--- src/rtl/cpu_boot_loader_if.sv ---
// Byte-stream input and instruction-memory write port of the boot loader.
// The loader sits on the slave side; the byte source and the memory sit on the master side.
interface cpu_boot_loader_if #(
   parameter int ADDR_WIDTH = 8,
   parameter int DATA_WIDTH = 32
);
   logic                  rx_valid;
   logic [7:0]            rx_data;
   logic                  rx_ready;
   logic                  imem_we;
   logic [ADDR_WIDTH-1:0] imem_addr;
   logic [DATA_WIDTH-1:0] imem_wdata;

   modport master (
      output rx_valid, rx_data,
      input  rx_ready, imem_we, imem_addr, imem_wdata
   );

   modport slave (
      input  rx_valid, rx_data,
      output rx_ready, imem_we, imem_addr, imem_wdata
   );
endinterface

--- src/rtl/cpu_boot_loader.sv ---
// Loads a header-prefixed little-endian byte stream into instruction memory.
// The CPU is held in reset until RESET_HOLD cycles after the final word write.
module cpu_boot_loader #(
   parameter int ADDR_WIDTH     = 8,
   parameter int DATA_WIDTH     = 32,
   parameter int RESET_HOLD     = 4,
   parameter int TIMEOUT_CYCLES = 1000
) (
   input  logic              MAX10_CLK1_50,
   input  logic              reset,
   cpu_boot_loader_if.slave  bus,
   output logic              cpu_reset,
   output logic              load_done,
   output logic              load_error
);
   localparam int TW = $clog2(TIMEOUT_CYCLES + 1);
   localparam int HW = $clog2(RESET_HOLD + 1);

   typedef enum logic [2:0] {IDLE, LOAD, WRITE, HOLD, RUN, ERROR} state_t;

   state_t                state, state_nx;
   logic [ADDR_WIDTH-1:0] word_addr, last_addr;
   logic [1:0]            byte_cnt;
   logic [DATA_WIDTH-1:0] word_buf;
   logic [TW-1:0]         to_cnt;
   logic [HW-1:0]         hold_cnt;

   logic accept, last_word, to_hit, hold_end;

   assign accept    = bus.rx_valid && bus.rx_ready;
   assign last_word = (word_addr == last_addr);
   // to_hit means this idle edge brings the counter to TIMEOUT_CYCLES
   assign to_hit    = (to_cnt == TW'(TIMEOUT_CYCLES - 1));
   assign hold_end  = (hold_cnt == HW'(RESET_HOLD - 1));

   always_ff @(posedge MAX10_CLK1_50) begin
      if (reset) state <= IDLE;
      else       state <= state_nx;
   end

   always_comb begin
      state_nx = state;
      case (state)
         IDLE:  if (accept) state_nx = LOAD;
         LOAD: begin
            if (accept && byte_cnt == 2'd3) state_nx = WRITE;
            else if (!accept && to_hit)     state_nx = ERROR;
         end
         WRITE: state_nx = last_word ? HOLD : LOAD;
         HOLD:  if (hold_end) state_nx = RUN;
         RUN:   state_nx = RUN;
         ERROR: state_nx = ERROR;
         default: state_nx = IDLE;
      endcase
   end

   always_comb begin
      bus.rx_ready   = (state == IDLE) || (state == LOAD);
      bus.imem_we    = (state == WRITE);
      bus.imem_addr  = (state == WRITE) ? word_addr : '0;
      bus.imem_wdata = (state == WRITE) ? word_buf  : '0;
      cpu_reset      = (state != RUN);
      load_done      = (state == RUN);
      load_error     = (state == ERROR);
   end

   always_ff @(posedge MAX10_CLK1_50) begin
      if (reset) begin
         word_addr <= '0;
         last_addr <= '0;
         byte_cnt  <= '0;
         word_buf  <= '0;
         to_cnt    <= '0;
         hold_cnt  <= '0;
      end else begin
         case (state)
            IDLE: if (accept) begin
               last_addr <= ADDR_WIDTH'(bus.rx_data);
               word_addr <= '0;
               byte_cnt  <= '0;
               to_cnt    <= '0;
            end
            LOAD: begin
               if (accept) begin
                  word_buf[{byte_cnt, 3'b000} +: 8] <= bus.rx_data;
                  byte_cnt <= byte_cnt + 2'd1;
                  to_cnt   <= '0;
               end else begin
                  to_cnt <= to_cnt + TW'(1);
               end
            end
            WRITE: begin
               if (!last_word) word_addr <= word_addr + ADDR_WIDTH'(1);
               hold_cnt <= '0;
            end
            HOLD: hold_cnt <= hold_cnt + HW'(1);
            default: ;
         endcase
      end
   end
endmodule

--- src/flat_wrapper.sv ---
// flat-port wrapper written by rule: the top's interface ports become plain ports
module cpu_boot_loader_flat 
#(
   parameter int ADDR_WIDTH     = 8,
   parameter int DATA_WIDTH     = 32,
   parameter int RESET_HOLD     = 4,
   parameter int TIMEOUT_CYCLES = 1000
)
  (MAX10_CLK1_50, reset, cpu_reset, load_done, load_error, bus_rx_valid, bus_rx_data, bus_rx_ready, bus_imem_we, bus_imem_addr, bus_imem_wdata);
  cpu_boot_loader_if #(.ADDR_WIDTH(ADDR_WIDTH), .DATA_WIDTH(DATA_WIDTH)) bus_i ();
  input  logic MAX10_CLK1_50;
  input  logic reset;
  output logic cpu_reset;
  output logic load_done;
  output logic load_error;
  input wire logic [$bits(bus_i.rx_valid)-1:0] bus_rx_valid;
  input wire logic [$bits(bus_i.rx_data)-1:0] bus_rx_data;
  output wire logic [$bits(bus_i.rx_ready)-1:0] bus_rx_ready;
  output wire logic [$bits(bus_i.imem_we)-1:0] bus_imem_we;
  output wire logic [$bits(bus_i.imem_addr)-1:0] bus_imem_addr;
  output wire logic [$bits(bus_i.imem_wdata)-1:0] bus_imem_wdata;
  assign bus_i.rx_valid = bus_rx_valid;
  assign bus_i.rx_data = bus_rx_data;
  assign bus_rx_ready = bus_i.rx_ready;
  assign bus_imem_we = bus_i.imem_we;
  assign bus_imem_addr = bus_i.imem_addr;
  assign bus_imem_wdata = bus_i.imem_wdata;
  cpu_boot_loader #(.ADDR_WIDTH(ADDR_WIDTH), .DATA_WIDTH(DATA_WIDTH), .RESET_HOLD(RESET_HOLD), .TIMEOUT_CYCLES(TIMEOUT_CYCLES)) u_core (.MAX10_CLK1_50(MAX10_CLK1_50), .reset(reset), .bus(bus_i), .cpu_reset(cpu_reset), .load_done(load_done), .load_error(load_error));
endmodule
--- config.mk ---
export PLATFORM = sky130hd
export DESIGN_NAME = cpu_boot_loader_flat
export DESIGN_NICKNAME = d
export VERILOG_FILES = /design/src/rtl/cpu_boot_loader_if.sv /design/src/rtl/cpu_boot_loader.sv /design/src/flat_wrapper.sv
export SDC_FILE = /design/constraint.sdc
export NUM_CORES = 1
export LEC_CHECK = 0
export BUFFER_PORTS_ARGS = -buffer_cell sky130_fd_sc_hd__buf_2
export CORE_MARGIN = 1.5
export CORE_UTILIZATION = 40
export DETAILED_ROUTE_END_ITERATION = 8
export PLACE_DENSITY = 0.59
export SYNTH_ARGS = -nofsm -noshare
export SYNTH_HDL_FRONTEND = slang
export SYNTH_SLANG_ARGS = --single-unit
--- constraint.sdc ---
create_clock -name MAX10_CLK1_50 -period 4.8 [get_ports MAX10_CLK1_50]
set_input_delay 0.24 -clock MAX10_CLK1_50 [delete_from_list [all_inputs] [get_ports MAX10_CLK1_50]]
set_output_delay 0.24 -clock MAX10_CLK1_50 [all_outputs]
set_load 0.05 [all_outputs]
After elaboration in Yosys (flattened, before gate mapping)
Cells that the tools add are included.
{ "totals": {"input_bits": 11, "romBits": 0, "latch_bits": 0, "out_inout_bits": 45, "reg_bits": 66, "mem_bits_rw": 0, "n_memories": 0, "wordCells": 63} }
{ "classes": {"eq_ne": 15, "mux": 19, "div_mod_pow": 0, "order_cmp": 0, "n_reduce_logical": 15, "addsub": 5, "shift": 2, "n_bitwise": 0, "multipliers": 0} }
{ "op_table": {"columns": ["operator", "n"], "rows": [
  ["bitwise mux 32 bit", 1],
  ["2-to-1 mux 32 bit", 1],
  ["variable shift 8 x 7 -> 32 bit, first input constant", 1],
  ["variable part select 8 x 7 -> 32 bit", 1],
  ["2-to-1 mux 8 bit", 3],
  ["2-to-1 mux 10 bit", 2],
  ["case mux 10 bit (2 select lines)", 1],
  ["case mux 3 bit (6 select lines)", 1],
  ["case mux 8 bit (2 select lines)", 1],
  ["2-to-1 mux 3 bit", 4],
  ["adder 10 x 1 -> 10 bit, second input constant", 1],
  ["== test 10 bit, second input constant", 1],
  ["== test 3 x 2 -> 1 bit, second input constant", 3],
  ["AND reduction 3 bit", 3],
  ["adder 8 x 1 -> 8 bit, second input constant", 1],
  ["== test 8 bit", 1],
  ["negation 5 -> 7 bit", 1],
  ["== test 3 bit, second input constant", 2],
  ["2-to-1 mux 2 bit", 3],
  ["inequality test 2 x 1 -> 1 bit, second input constant", 3],
  ["case mux 3 bit (2 select lines)", 1],
  ["AND reduction 2 bit", 3],
  ["nonzero test 2 bit", 3],
  ["case mux 2 bit (2 select lines)", 1],
  ["other kinds (11)", 13]
]} }

Longest topological paths before layout
{ "depth": {"ltp_word": 8, "ltp_mapped": 7, "ltp_nobuf": 6} }

Worst setup path before layout
OpenSTA, ideal clock, no wires.
{ "synth_timing": {"path_type": "register to output", "from": "register u_core.state[2]", "to": "output port bus_imem_addr[0]", "path_buffers": 1, "arrival_ns": 1.850, "slack_ns": 2.710, "required_ns": 4.560, "path_stages_with_launch": 5, "path_cell_list": "dfxtp_1 -> nand2b_1 -> nor2_1 -> clkbuf_1 -> and2_1"} }
{ "synth_between": {"elab_chain_cells": 2} }
{ "synth_rtl": {"columns": ["item", "line_no", "text"], "rows": [
  ["from (decl)", "cpu_boot_loader.sv:21", "state_t state, state_nx;"],
  ["from (signal assigned)", "cpu_boot_loader.sv:38", "else state <= state_nx;"],
  ["== test 3 x 2 -> 1 bit", null, null],
  ["net bus_imem_we", "flat_wrapper.sv:19", "output wire logic [$bits(bus_i.imem_we)-1:0] bus_imem_we;"],
  ["2-to-1 mux 8 bit", "cpu_boot_loader.sv:60", "bus.imem_addr = (state == WRITE) ? word_addr : '0;"],
  ["to (decl)", "flat_wrapper.sv:20", "output wire logic [$bits(bus_i.imem_addr)-1:0] bus_imem_addr;"]
]} }
The timed path passes the listed nets, and every way through them passes these cells.

Worst setup path after layout
{ "layout_timing": {"from": "register u_core.byte_cnt[0]", "to": "register u_core.word_buf[5]"} }
{ "layout_between": {"elab_chain_cells": 3, "elab_cells_between_ends": 4, "classes_between": "add/sub: 1; shift: 2; mux: 1"} }
{ "layout_rtl": {"columns": ["item", "line_no", "text"], "rows": [
  ["from (decl)", "cpu_boot_loader.sv:23", "logic [1:0] byte_cnt;"],
  ["from (signal assigned)", "cpu_boot_loader.sv:86", "byte_cnt <= byte_cnt + 2'd1;"],
  ["negation 5 -> 7 bit *", "cpu_boot_loader.sv:85", "word_buf[{byte_cnt, 3'b000} +: 8] <= bus.rx_data;"],
  ["variable part select 8 x 7 -> 32 bit / variable shift 8 x 7 -> 32 bit (equally long branches)", "cpu_boot_loader.sv:85", null],
  ["bitwise mux 32 bit *", "cpu_boot_loader.sv:85", null],
  ["to (signal, indexed assignment)", "cpu_boot_loader.sv:85", null],
  ["to (decl)", "cpu_boot_loader.sv:24", "logic [DATA_WIDTH-1:0] word_buf;"]
]} }
Every way passes the cells marked *; elsewhere a longest branch is shown, timed or not.
A chain may end at the register's enable or synchronous reset.

==> results.toml <==
[routing]
met3_length_um = 303
wl_per_cell_um = 13.9
drt.antenna.violating_nets = 0
drt_iter0_drc = 140
dr_wl_met2_um = 3560
finalWirelength_um = 7700
routed.top_layer = "met4"
met1_length_um = 3810
vias_per_cell = 5.23
first_pass_iters = 4
drc_errors = 0
vias = 2910

[power]
internal_power_w = 0.000785
seqPwrFrac = 0.529
p_switching_w = 0.000310
swShare = 0.283
ir_drop_uv = 164
powerDensity_mw_per_mm2 = 296
clkPwrFrac = 0.349
p_comb_frac = 0.123
p_leak_nw = 1.53

[sta]
fmax_mhz = 439
worst-slew-pin-transition_ns = 1.01
whs_ns = 0.218
max_slew_margin = 0.325
setup_viol = 0
drv_slew = 0
finalCritPeriodShare = 0.474
tns_ns = 0
min_period_ns = 2.28
hold_violations = 0
skew_ns = 0.00514
rsz0062_at_grt = "false"

[clock_tree]
ctsHoldBuffers = 0
clock_path_buffers = 2
clk_pin_slew_ns = 0.07
post_cts_resized = 0
clock_latency_ns = 0.33
cts_tree = "yes"
cts_root_buffer = "clkbuf_8"
cts_buffers = 9
cts_max_level = 3
cts_setup_buffers = 0
numClockSinks = 66

[global_routing]
gr-total-overflow = 0
grt_pass1_vias = 2596
grt_usage = 0.184
grt_start_max_net_pins = 62
antenna_found_initial = 0
grt_pass1_wl_um = 12500

[critical_path]
required_ns = 5.06
worstSetupEndpointType = "flip-flop"
criticalPathCategory = "flip-flop to flip-flop"
cp-start-kind = "flip-flop"
timing.rr.end = "u_core.word_buf[5]"
worstPathMaxFanout = 8
timing.rr.start = "u_core.byte_cnt[0]"
r2r_slack_ns = 2.52
ff2ff_path_depth = 5
worst_ep_arrival_time_ns = 2.54

[worst_hold_path]
worst_hold_path.endpoint = "u_core.last_addr[1]"
min_path_type = "input pin to flip-flop"
hp-start = "bus_rx_data[1]"
whs_path_depth = 3

[logic_synthesis]
ys_seq_area_frac = 0.409
syn_inst = 404
synth_cell_type_count = 45
yosysWarnings = 0
ys.flop_type = "dfxtp_1"
ys_ff_latch = 66
synth-async-reset-ratio = 0
syn-num-nets = 424
synth-edff-count = 0
synth_area_per_cell_um2 = 8.01
syn_area_mm2 = 0.00323

[floorplanning]
ioPinCount = 56
core_area_mm2 = 0.00777
die_w_um = 92.9
fp.dieArea_mm2 = 0.00863
fp-row-count = 32
start_util = 0.416
dieHeight_um = 92.9

[layout]
finalNetCount = 470
antenna_cells = 0
area_growth_pct = 14.5
drive_gt1_frac = 0.174
fin_cells = 556
fillers = 789

[placement]
port_buffers = 55
dp_cells = 541
gp_congestion = 0.808
place.detailed.hpwl_um = 5210

[outcome]
status = "completed"

[flow_run]
cap_violations = 0
-- critical path, stage by stage (launching register included) --
cell     delay [ns]
dfxtp_1        0.45
inv_1          0.18
ha_1           0.40
nor3b_1        0.84
nand3_1        0.16
a21oi_1        0.18
-- metal layers --
layer,up-vias,GRT usage
li1,1487,-
met1,1371,0.245
met2,48,0.293
met3,4,0.0558
met4,0,0.0366
met5,-,0
-- worst max-delay path by stage --
stage	cells after the start	start	to	slack, ns
4_1_cts	5	u_core.state[2]	bus_imem_wdata[10]	2.55
3_3_place_gp	6	u_core.state[2]	u_core.word_addr[6]	2.63
6_report	5	u_core.byte_cnt[0]	u_core.word_buf[5]	2.52
2_1_floorplan	4	u_core.state[2]	bus_imem_addr[0]	2.71
3_5_place_dp	6	u_core.state[2]	u_core.word_addr[6]	2.57
5_1_grt	5	u_core.byte_cnt[0]	u_core.word_buf[1]	2.32
-- area by class of cell --
class / count / area (um^2) / share of cell area
clock buffers: 11 / 131 / 0.0355
clock inverters: 4 / 20.0 / 0.00541
inverters: 5 / 18.8 / 0.00507
multi-input cells: 310 / 1790 / 0.482
flip-flops and latches: 66 / 1320 / 0.357
well taps: 102 / 128 / 0.0345
repair buffers: 58 / 298 / 0.0804
-- sequential cells by signal, indices dropped and copies added (netlist names) --
signal and flops:
u_core.state 3, u_core.hold_cnt 3, u_core.word_buf 32, u_core.last_addr 8, u_core.to_cnt 10, u_core.byte_cnt 2
u_core.word_addr 8
-- power groups by stage --
| stage | logic [W] | registers [W] | clock network, W |
|---|---|---|---|
| 2_1_floorplan | 0.000108 | 0.000583 | 0 |
| 3_3_place_gp | 0.000133 | 0.000591 | 0 |
| 3_5_place_dp | 0.000133 | 0.000591 | 0 |
| 4_1_cts | 0.000134 | 0.000579 | 0.000396 |
| 5_1_grt | 0.000148 | 0.000581 | 0.000418 |
| 6_report | 0.000134 | 0.000579 | 0.000381 |
-- synthesized netlist by cell type, types with 2 or more instances --
cell type	n	area share
nor4_1	3	0.0058
buf_6	2	0.0070
nor3_1	7	0.011
and2_1	45	0.087
nand3b_1	2	0.0046
clkbuf_1	14	0.016
buf_2	5	0.0077
a22oi_1	11	0.026
or4_1	3	0.0070
nor3b_1	3	0.0070
a31oi_1	2	0.0039
dfxtp_1	66	0.41
or3_1	8	0.015
inv_1	5	0.0058
and3_1	3	0.0058
nand3_1	30	0.046
ha_1	9	0.035
nand2b_1	2	0.0039
nor2_1	34	0.039
nand2_1	56	0.065
xor2_1	10	0.027
nand4_1	6	0.012
o21ai_0	10	0.015
a21oi_1	45	0.070
o21ai_1	2	0.0031
a311oi_1	2	0.0054
-- cells by family (layout without fill, tap and decap cells) --
logic type                 count (synthesis)  count (layout)  share of synthesized area
AOI/OAI and AO/OA                         78              78                      0.140
xor gates and xnor gates                  10              10                     0.0271
adders and majority gates                  9               9                     0.0348
buffers and inverters                     28              78                     0.0402
DFF                                       66              66                      0.409
muxes                                      1               1                    0.00348
and+or+nand+nor                          212             212                      0.346
-- cell usage in the layout, fill, tap and decap left out, drive strengths merged, types with 4 or more instances in the layout --
| cell type | count |
|---|---|
| nand2 | 57 |
| and2 | 45 |
| a22oi | 11 |
| xor2 | 10 |
| inv | 5 |
| or3 | 8 |
| clkbuf | 11 |
| dfxtp | 66 |
| nand3 | 30 |
| a21oi | 45 |
| nand4 | 6 |
| nor2 | 34 |
| clkinv | 4 |
| o21ai | 13 |
| nor3 | 8 |
| buf | 58 |
| ha | 9 |
-- through the flow --
step	util	cell area, um^2	setup WS (ns)	power [W]
4_1_cts	0.477	3700	2.55	0.00111
2_1_floorplan	-	3230	2.71	0.000691
5_1_grt	0.477	3700	2.32	0.00115
6_report	0.477	3700	2.52	0.00109
3_5_place_dp	0.457	3550	2.57	0.000725
3_3_place_gp	0.457	3550	2.63	0.000724
Note: power is estimated with default switching activity, not from simulation.
